<file path="config.mk">
export PLATFORM = sky130hd
export DESIGN_NAME = tlb_op_fsm
export DESIGN_NICKNAME = d
export VERILOG_FILES = /design/src/rtl/tlb_op_fsm.sv
export SDC_FILE = /design/constraint.sdc
export NUM_CORES = 1
export LEC_CHECK = 0
export ABC_AREA = 1
export CAP_MARGIN = 20
export CELL_PAD_IN_SITES_DETAIL_PLACEMENT = 2
export CELL_PAD_IN_SITES_GLOBAL_PLACEMENT = 2
export CORE_MARGIN = 5
export CORE_UTILIZATION = 17
export CTS_CLUSTER_SIZE = 12
export DETAILED_ROUTE_END_ITERATION = 6
export PLACE_DENSITY_LB_ADDON = 0.1
export SLEW_MARGIN = 20
export SYNTH_ARGS = -nofsm -noshare
export SYNTH_HDL_FRONTEND = slang
export SYNTH_SLANG_ARGS = --single-unit
</file>
<file path="constraint.sdc">
create_clock -name clk -period 1.6 [get_ports clk]
set_input_delay 0.32 -clock clk [delete_from_list [all_inputs] [get_ports clk]]
set_output_delay 0.32 -clock clk [all_outputs]
set_load 0.03 [all_outputs]
</file>
<file path="src/rtl/tlb_op_fsm.sv">
// ---------------------------------------------------------------------------
// tlb_op_fsm
//   Sequences the CP0 TLB instructions (TLBP, TLBR, TLBWI and optionally
//   TLBWR) against a shared TLB and owns the CP0 Index, EntryHi, EntryLo0
//   and EntryLo1 registers.
//
// Optional feature macro: TLBWR_EN
//   Defined   -> op_code 00 executes TLBWR (write at Random), and a Random
//                register counts down every cycle, visible on cp0_random.
//   Undefined -> op_code 00 is a no-op (IDLE -> DONE -> IDLE), cp0_random=0.
//
// Ports
//   clk, resetn            clock, synchronous active-low reset
//   op_valid/op_code       op request; op_ready high only in IDLE
//   op_done                one-cycle completion pulse
//   mtc0_we/addr/wdata     CP0 register writes (Index, EntryLo0/1, EntryHi)
//   cp0_*                  architectural register views
//   s1_*                   TLB search port (probe strobe + key, hit result)
//   wr, w_*                TLB write port
//   r_index, r_*           TLB read port
//   state_dbg              current FSM state encoding
//
// Handshake: an op is accepted on a rising edge where op_valid && op_ready.
// op_ready is high only in IDLE, so op_valid is ignored while an op is in
// flight and the requester must hold op_valid until it sees op_ready.
// ---------------------------------------------------------------------------
module tlb_op_fsm #(
    parameter int TLB_NUM = 16,
    parameter int IDX_W   = $clog2(TLB_NUM)
) (
    input  logic             clk,
    input  logic             resetn,
    input  logic             op_valid,
    input  logic [1:0]       op_code,
    output logic             op_ready,
    output logic             op_done,
    input  logic             mtc0_we,
    input  logic [4:0]       mtc0_addr,
    input  logic [31:0]      mtc0_wdata,
    output logic [31:0]      cp0_index,
    output logic [31:0]      cp0_entryhi,
    output logic [31:0]      cp0_entrylo0,
    output logic [31:0]      cp0_entrylo1,
    output logic [31:0]      cp0_random,
    output logic             s1_tlbp,
    output logic [18:0]      s1_vpn2,
    output logic             s1_odd_page,
    output logic [7:0]       s1_asid,
    input  logic             s1_found,
    input  logic [IDX_W-1:0] s1_index,
    output logic             wr,
    output logic [IDX_W-1:0] w_index,
    output logic [18:0]      w_vpn2,
    output logic [7:0]       w_asid,
    output logic             w_g,
    output logic [19:0]      w_pfn0,
    output logic [2:0]       w_c0,
    output logic             w_d0,
    output logic             w_v0,
    output logic [19:0]      w_pfn1,
    output logic [2:0]       w_c1,
    output logic             w_d1,
    output logic             w_v1,
    output logic [IDX_W-1:0] r_index,
    input  logic [18:0]      r_vpn2,
    input  logic [7:0]       r_asid,
    input  logic             r_g,
    input  logic [19:0]      r_pfn0,
    input  logic [2:0]       r_c0,
    input  logic             r_d0,
    input  logic             r_v0,
    input  logic [19:0]      r_pfn1,
    input  logic [2:0]       r_c1,
    input  logic             r_d1,
    input  logic             r_v1,
    output logic [2:0]       state_dbg
);

    typedef enum logic [2:0] {
        S_IDLE  = 3'd0,
        S_PROBE = 3'd1,
        S_READ  = 3'd2,
        S_WRITE = 3'd3,
        S_DONE  = 3'd4
    } state_t;

    state_t state;
    logic   ready_q, done_q, wr_q, tlbp_q;

    // CP0 register fields (only implemented bits are stored)
    logic             idx_p_q;
    logic [IDX_W-1:0] idx_q;
    logic [18:0]      vpn2_q;
    logic [7:0]       asid_q;
    logic [19:0]      pfn0_q, pfn1_q;
    logic [2:0]       c0_q, c1_q;
    logic             d0_q, v0_q, g0_q, d1_q, v1_q, g1_q;

`ifdef TLBWR_EN
    logic             wr_rand_q;   // current write uses Random as the index
    logic [IDX_W-1:0] random_q;
`endif

    // ---------------- FSM with registered strobes ----------------
    always_ff @(posedge clk) begin
        if (!resetn) begin
            state   <= S_IDLE;
            ready_q <= 1'b1;
            done_q  <= 1'b0;
            wr_q    <= 1'b0;
            tlbp_q  <= 1'b0;
`ifdef TLBWR_EN
            wr_rand_q <= 1'b0;
`endif
        end else begin
            case (state)
                S_IDLE: begin
                    if (op_valid && ready_q) begin
                        ready_q <= 1'b0;
                        case (op_code)
                            2'b01: begin
                                state  <= S_PROBE;
                                tlbp_q <= 1'b1;
                            end
                            2'b10: state <= S_READ;
                            2'b11: begin
                                state <= S_WRITE;
                                wr_q  <= 1'b1;
`ifdef TLBWR_EN
                                wr_rand_q <= 1'b0;
`endif
                            end
                            default: begin
`ifdef TLBWR_EN
                                state     <= S_WRITE;
                                wr_q      <= 1'b1;
                                wr_rand_q <= 1'b1;
`else
                                state  <= S_DONE;
                                done_q <= 1'b1;
`endif
                            end
                        endcase
                    end
                end
                S_PROBE, S_READ, S_WRITE: begin
                    state  <= S_DONE;
                    done_q <= 1'b1;
                    tlbp_q <= 1'b0;
                    wr_q   <= 1'b0;
                end
                S_DONE: begin
                    state   <= S_IDLE;
                    done_q  <= 1'b0;
                    ready_q <= 1'b1;
                end
                default: begin
                    state   <= S_IDLE;
                    ready_q <= 1'b1;
                    done_q  <= 1'b0;
                    wr_q    <= 1'b0;
                    tlbp_q  <= 1'b0;
                end
            endcase
        end
    end

    // ---------------- CP0 registers ----------------
    // mtc0 is applied first; the FSM updates below come later in the block
    // so they take precedence on a same-cycle collision.
    always_ff @(posedge clk) begin
        if (!resetn) begin
            idx_p_q <= 1'b0;
            idx_q   <= '0;
            vpn2_q  <= '0;
            asid_q  <= '0;
            pfn0_q  <= '0;
            c0_q    <= '0;
            d0_q    <= 1'b0;
            v0_q    <= 1'b0;
            g0_q    <= 1'b0;
            pfn1_q  <= '0;
            c1_q    <= '0;
            d1_q    <= 1'b0;
            v1_q    <= 1'b0;
            g1_q    <= 1'b0;
        end else begin
            if (mtc0_we) begin
                case (mtc0_addr)
                    5'd0:  idx_q <= mtc0_wdata[IDX_W-1:0];  // P is read-only
                    5'd2: begin
                        pfn0_q <= mtc0_wdata[25:6];
                        c0_q   <= mtc0_wdata[5:3];
                        d0_q   <= mtc0_wdata[2];
                        v0_q   <= mtc0_wdata[1];
                        g0_q   <= mtc0_wdata[0];
                    end
                    5'd3: begin
                        pfn1_q <= mtc0_wdata[25:6];
                        c1_q   <= mtc0_wdata[5:3];
                        d1_q   <= mtc0_wdata[2];
                        v1_q   <= mtc0_wdata[1];
                        g1_q   <= mtc0_wdata[0];
                    end
                    5'd10: begin
                        vpn2_q <= mtc0_wdata[31:13];
                        asid_q <= mtc0_wdata[7:0];
                    end
                    default: ;
                endcase
            end
            if (state == S_PROBE) begin
                idx_p_q <= ~s1_found;
                idx_q   <= s1_found ? s1_index : '0;
            end
            if (state == S_READ) begin
                vpn2_q <= r_vpn2;
                asid_q <= r_asid;
                pfn0_q <= r_pfn0;
                c0_q   <= r_c0;
                d0_q   <= r_d0;
                v0_q   <= r_v0;
                g0_q   <= r_g;
                pfn1_q <= r_pfn1;
                c1_q   <= r_c1;
                d1_q   <= r_d1;
                v1_q   <= r_v1;
                g1_q   <= r_g;
            end
        end
    end

`ifdef TLBWR_EN
    // Free-running down counter, wraps 0 -> TLB_NUM-1.
    always_ff @(posedge clk) begin
        if (!resetn) begin
            random_q <= IDX_W'(TLB_NUM - 1);
        end else if (random_q == '0) begin
            random_q <= IDX_W'(TLB_NUM - 1);
        end else begin
            random_q <= random_q - 1'b1;
        end
    end
    assign cp0_random = {{(32-IDX_W){1'b0}}, random_q};
    assign w_index    = wr_rand_q ? random_q : idx_q;
`else
    assign cp0_random = 32'd0;
    assign w_index    = idx_q;
`endif

    // ---------------- outputs ----------------
    assign op_ready  = ready_q;
    assign op_done   = done_q;
    assign s1_tlbp   = tlbp_q;
    // Gating with resetn keeps a reset that lands in the WRITE cycle from
    // committing the write at the next edge.
    assign wr        = wr_q & resetn;
    assign state_dbg = state;

    assign cp0_index    = {idx_p_q, {(31-IDX_W){1'b0}}, idx_q};
    assign cp0_entryhi  = {vpn2_q, 5'd0, asid_q};
    assign cp0_entrylo0 = {6'd0, pfn0_q, c0_q, d0_q, v0_q, g0_q};
    assign cp0_entrylo1 = {6'd0, pfn1_q, c1_q, d1_q, v1_q, g1_q};

    assign s1_vpn2     = vpn2_q;
    assign s1_asid     = asid_q;
    assign s1_odd_page = 1'b0;

    assign w_vpn2 = vpn2_q;
    assign w_asid = asid_q;
    assign w_g    = g0_q & g1_q;
    assign w_pfn0 = pfn0_q;
    assign w_c0   = c0_q;
    assign w_d0   = d0_q;
    assign w_v0   = v0_q;
    assign w_pfn1 = pfn1_q;
    assign w_c1   = c1_q;
    assign w_d1   = d1_q;
    assign w_v1   = v1_q;

    assign r_index = idx_q;

endmodule

</file>
==> summary.md <==
| Metric | Value |
|---|---|
| Routability cong. | 0.700 |
| H-tree levels | 3 |
| Total Routing Usage GR | 14.2% |
| Power Density | 764 nW/µm² |
| WP data required | 1280 ps |
| Worst Path Arrival | 1220 ps |
| CP Max Fanout | 4 |
| # fillers | 4151 |
| Post-layout net count | 1218 |
| Largest net degree at the start of global routing | just under 80 |
| WL final | 29800 µm |
| RSZ-0062 raised after global routing | yes |
| Most frequent cells after synthesis | nand2_1, buf_4, nand3_1 |
| Layout area overhead | 50.6% |
| Slew Viols, Final | 0 |
| Hold Crit Start | resetn |
| Starting Density | 17.3% |
| Placed cells | 1533 |
| Setup Slack @ Placement | -312 ps |
| Iter 0 DRT Violations | ~160 |
| WP depth | 1 |
| Hold Path Depth | 3 |
| Top cell type's share of synthesized area | 30.4% |
| Sequential-to-total area share from yosys stat | 30.4% |
| Reg2Reg Depth | 7 |
| Setup-failing EPs final | 0 |
| Worst hold path type | in2reg |
| Avg Synthesized Cell Area | 6.80 µm² |
| Mapped Area | 5990 µm² |
| Type of origin of the critical path | register |
| Number of synthesized flops with an enable pin | 0 |
| Remaining antenna violation count | 0 |
| Sink Count | approximately 90 |
| Residual DRC count | 0 |
| Period utilization | a little over nine tenths |
| Worst path max stage delay | 440 ps |
| Root Driver | clkbuf_16 |
| Hold endpoint | idx_p_q$_SDFFE_PN0P_ |
| WP buf/inv | 1 |
| Vias in the first global route | 6738 |
| Post-CTS setup buffers | 0 |
| CTS tree | yes |
| Core region area | 34600 µm² |
| Yosys warns | 0 |
| Critical path's top delay family | flip-flops |
| Port bufs | 329 |
| Hold buffer count at CTS | 0 |
| Number of iterations in the first detailed-routing pass | 4 |
| FF+latch count, synth | between 90 and 100 |
| Crit-path cells | dlygate4sd2_1 |
| Met3 Use GR | 3.74% |
| Top-level I/O count | roughly 400 |
| Via count | 6246 |
| Kind of critical path | reg2out |
| Busiest grt layer | met2 |
| Highest clock rate | 650 MHz |
| Clk buf depth | 2 |
| Crit. End Element | output port |
| Met2 Use GR | roughly a quarter |
| First-pass GRT wire length | 42400 µm |
| Clock slew at reported path FFs | around 70 ps |
| Die height | 198 µm |
| Largest area contributor in the synthesized netlist | dfxtp_1 |
| Min Clock Period, post-route | about 1500 ps |
| DP HPWL | 22600 µm |
| Synth top area cells | dfxtp_1, buf_4, nand2_1 |
| Vias/cell | 4.03 |
| Worst r2r src | state_dbg[2]$_SDFFE_PN0P_ |
| Inserted Clock Buffers | 9 |
| Pleak | 0.00468 µW |
| CP max-delay cell | dfxtp_1 |
| VDD IR max | about 0.46 mV |
| Final Hold Vio Count | 0 |
| Outcome | finished clean |
| Worst R2R End | s1_vpn2[11]$_SDFFE_PN0P_ |
| Util after Layout | 26.0% |
| Post-Synthesis Cells | roughly 880 |
| Sequential Area | 1830 µm² |
| Layout cell share with drive strength beyond 1 | 6.39% |
| Final Non-Filler Cells | 1551 |
| Avg WL per Cell | 19.2 µm |
| Row Count | 68 |
| Post-synth ARST share | 0% |
| Top FF cell, synth | dfxtp_1 |
| Final Skew | 7.00 ps |
| Final worst slack | 60.5 ps |
| Die area | 39100 µm² |
| M1 GR Usage | 17.9% |
| MaxCap Viol Count | 0 |
| Grt total ovfl | 0 |
| Cell with the most instances after synthesis | nand2_1 |
| Initial antenna violation count | 2 |
| Flop-to-flop setup slack | 130 ps |
| Die width | 198 µm |
| Min Hold Slack | between 200 and 300 ps |
| Netlist cell types | 21 |
| Footprint of the multi-input gates | 2720 µm² |
| Later-pin clock latency in the skew report | 350 ps |
==> cell families (layout without fill, tap and decap cells) <==
logic type	count (synthesis)	after routing	share of synthesized area [%]
buf+inv	266	404	29.5
flops	91	91	30.4
simple gates	437	437	32.8
compound gates	86	86	7.21
other cells	1	78	0.0626
==> per-layer routing <==
layer  vias to the layer above  share of wire (%)
li1                       3007                  -
met1                      3008                 43
met2                       215                 50
met3                        12                6.2
met4                         4               0.67
met5                         -              0.070
==> how the worst max path moves through the flow <==
stage | from | endpoint | slack [ps]
floorplan | state_dbg[1]$_SDFFE_PN0P_ | s1_vpn2[14]$_SDFFE_PN0P_ | 110
global placement | mtc0_we | s1_asid[7]$_SDFFE_PN0P_ | -270
detailed placement | mtc0_we | w_pfn0[0]$_SDFFE_PN0P_ | -310
CTS | s1_vpn2[0]$_SDFFE_PN0P_ | w_vpn2[0] | 20
global route | s1_vpn2[0]$_SDFFE_PN0P_ | s1_vpn2[0] | -6
finish | s1_vpn2[0]$_SDFFE_PN0P_ | s1_vpn2[0] | 60
==> final cells by class <==
type                            instances  share of cell area (%)
Sequential cell                        91                    20.2
Multi-Input combinational cell        600                    30.2
Tap cell                              455                    6.31
Clock buffer                           12                    2.73
Clock inverter                          2                   0.416
Antenna cell                            1                  0.0278
Timing Repair Buffer                  370                    39.3
Inverter                               20                   0.833
==> metrics by stage <==
stage          power [µW]  cell area (µm²)  setup TNS (ps)
2_1_floorplan        4090             6270               0
3_3_place_gp         4920             8900          -18640
3_5_place_dp         4940             8900          -20790
4_1_cts              7050             8940               0
5_1_grt              7300             9010           -5.90
6_report             6890             9020               0
==> power breakdown <==
group / internal [µW] / switching [µW]
sequential: 2370 / 105
clock: 1240 / 972
combinational: 768 / 1430
total: 4380 / 2500
==> layout by cell type (no fill, tap or decap), types with 2 or more instances in the layout <==
| cell type | n |
|---|---|
| a21oi_1 | 84 |
| clkbuf_16 | 11 |
| nor2_1 | 44 |
| clkbuf_1 | 2 |
| nand4_1 | 2 |
| nand3_1 | 135 |
| dlygate4sd2_1 | 197 |
| buf_4 | 28 |
| dfxtp_1 | 90 |
| buf_12 | 13 |
| nor3_1 | 2 |
| conb_1 | 77 |
| nand3_2 | 2 |
| clkdlybuf4s50_1 | 123 |
| nand2_1 | 214 |
| clkdlybuf4s15_1 | 2 |
| nand2_2 | 2 |
| inv_1 | 19 |
| nand3b_1 | 31 |
==> registers in the layout, summed over array words and instances (netlist names), 3 cells and up <==
signal / count
s1_asid: 8
w_pfn0: 20
state_dbg: 3
w_pfn1: 20
r_index: 4
w_c1: 3
s1_vpn2: 19
w_c0: 3
==> repair_timing <==
item                                    in CTS  in global routing
gates cloned                                 0                  3
endpoints found under the setup margin     201                 36
gates resized for setup                    203                  8
Power figures use the tool's default switching activity.
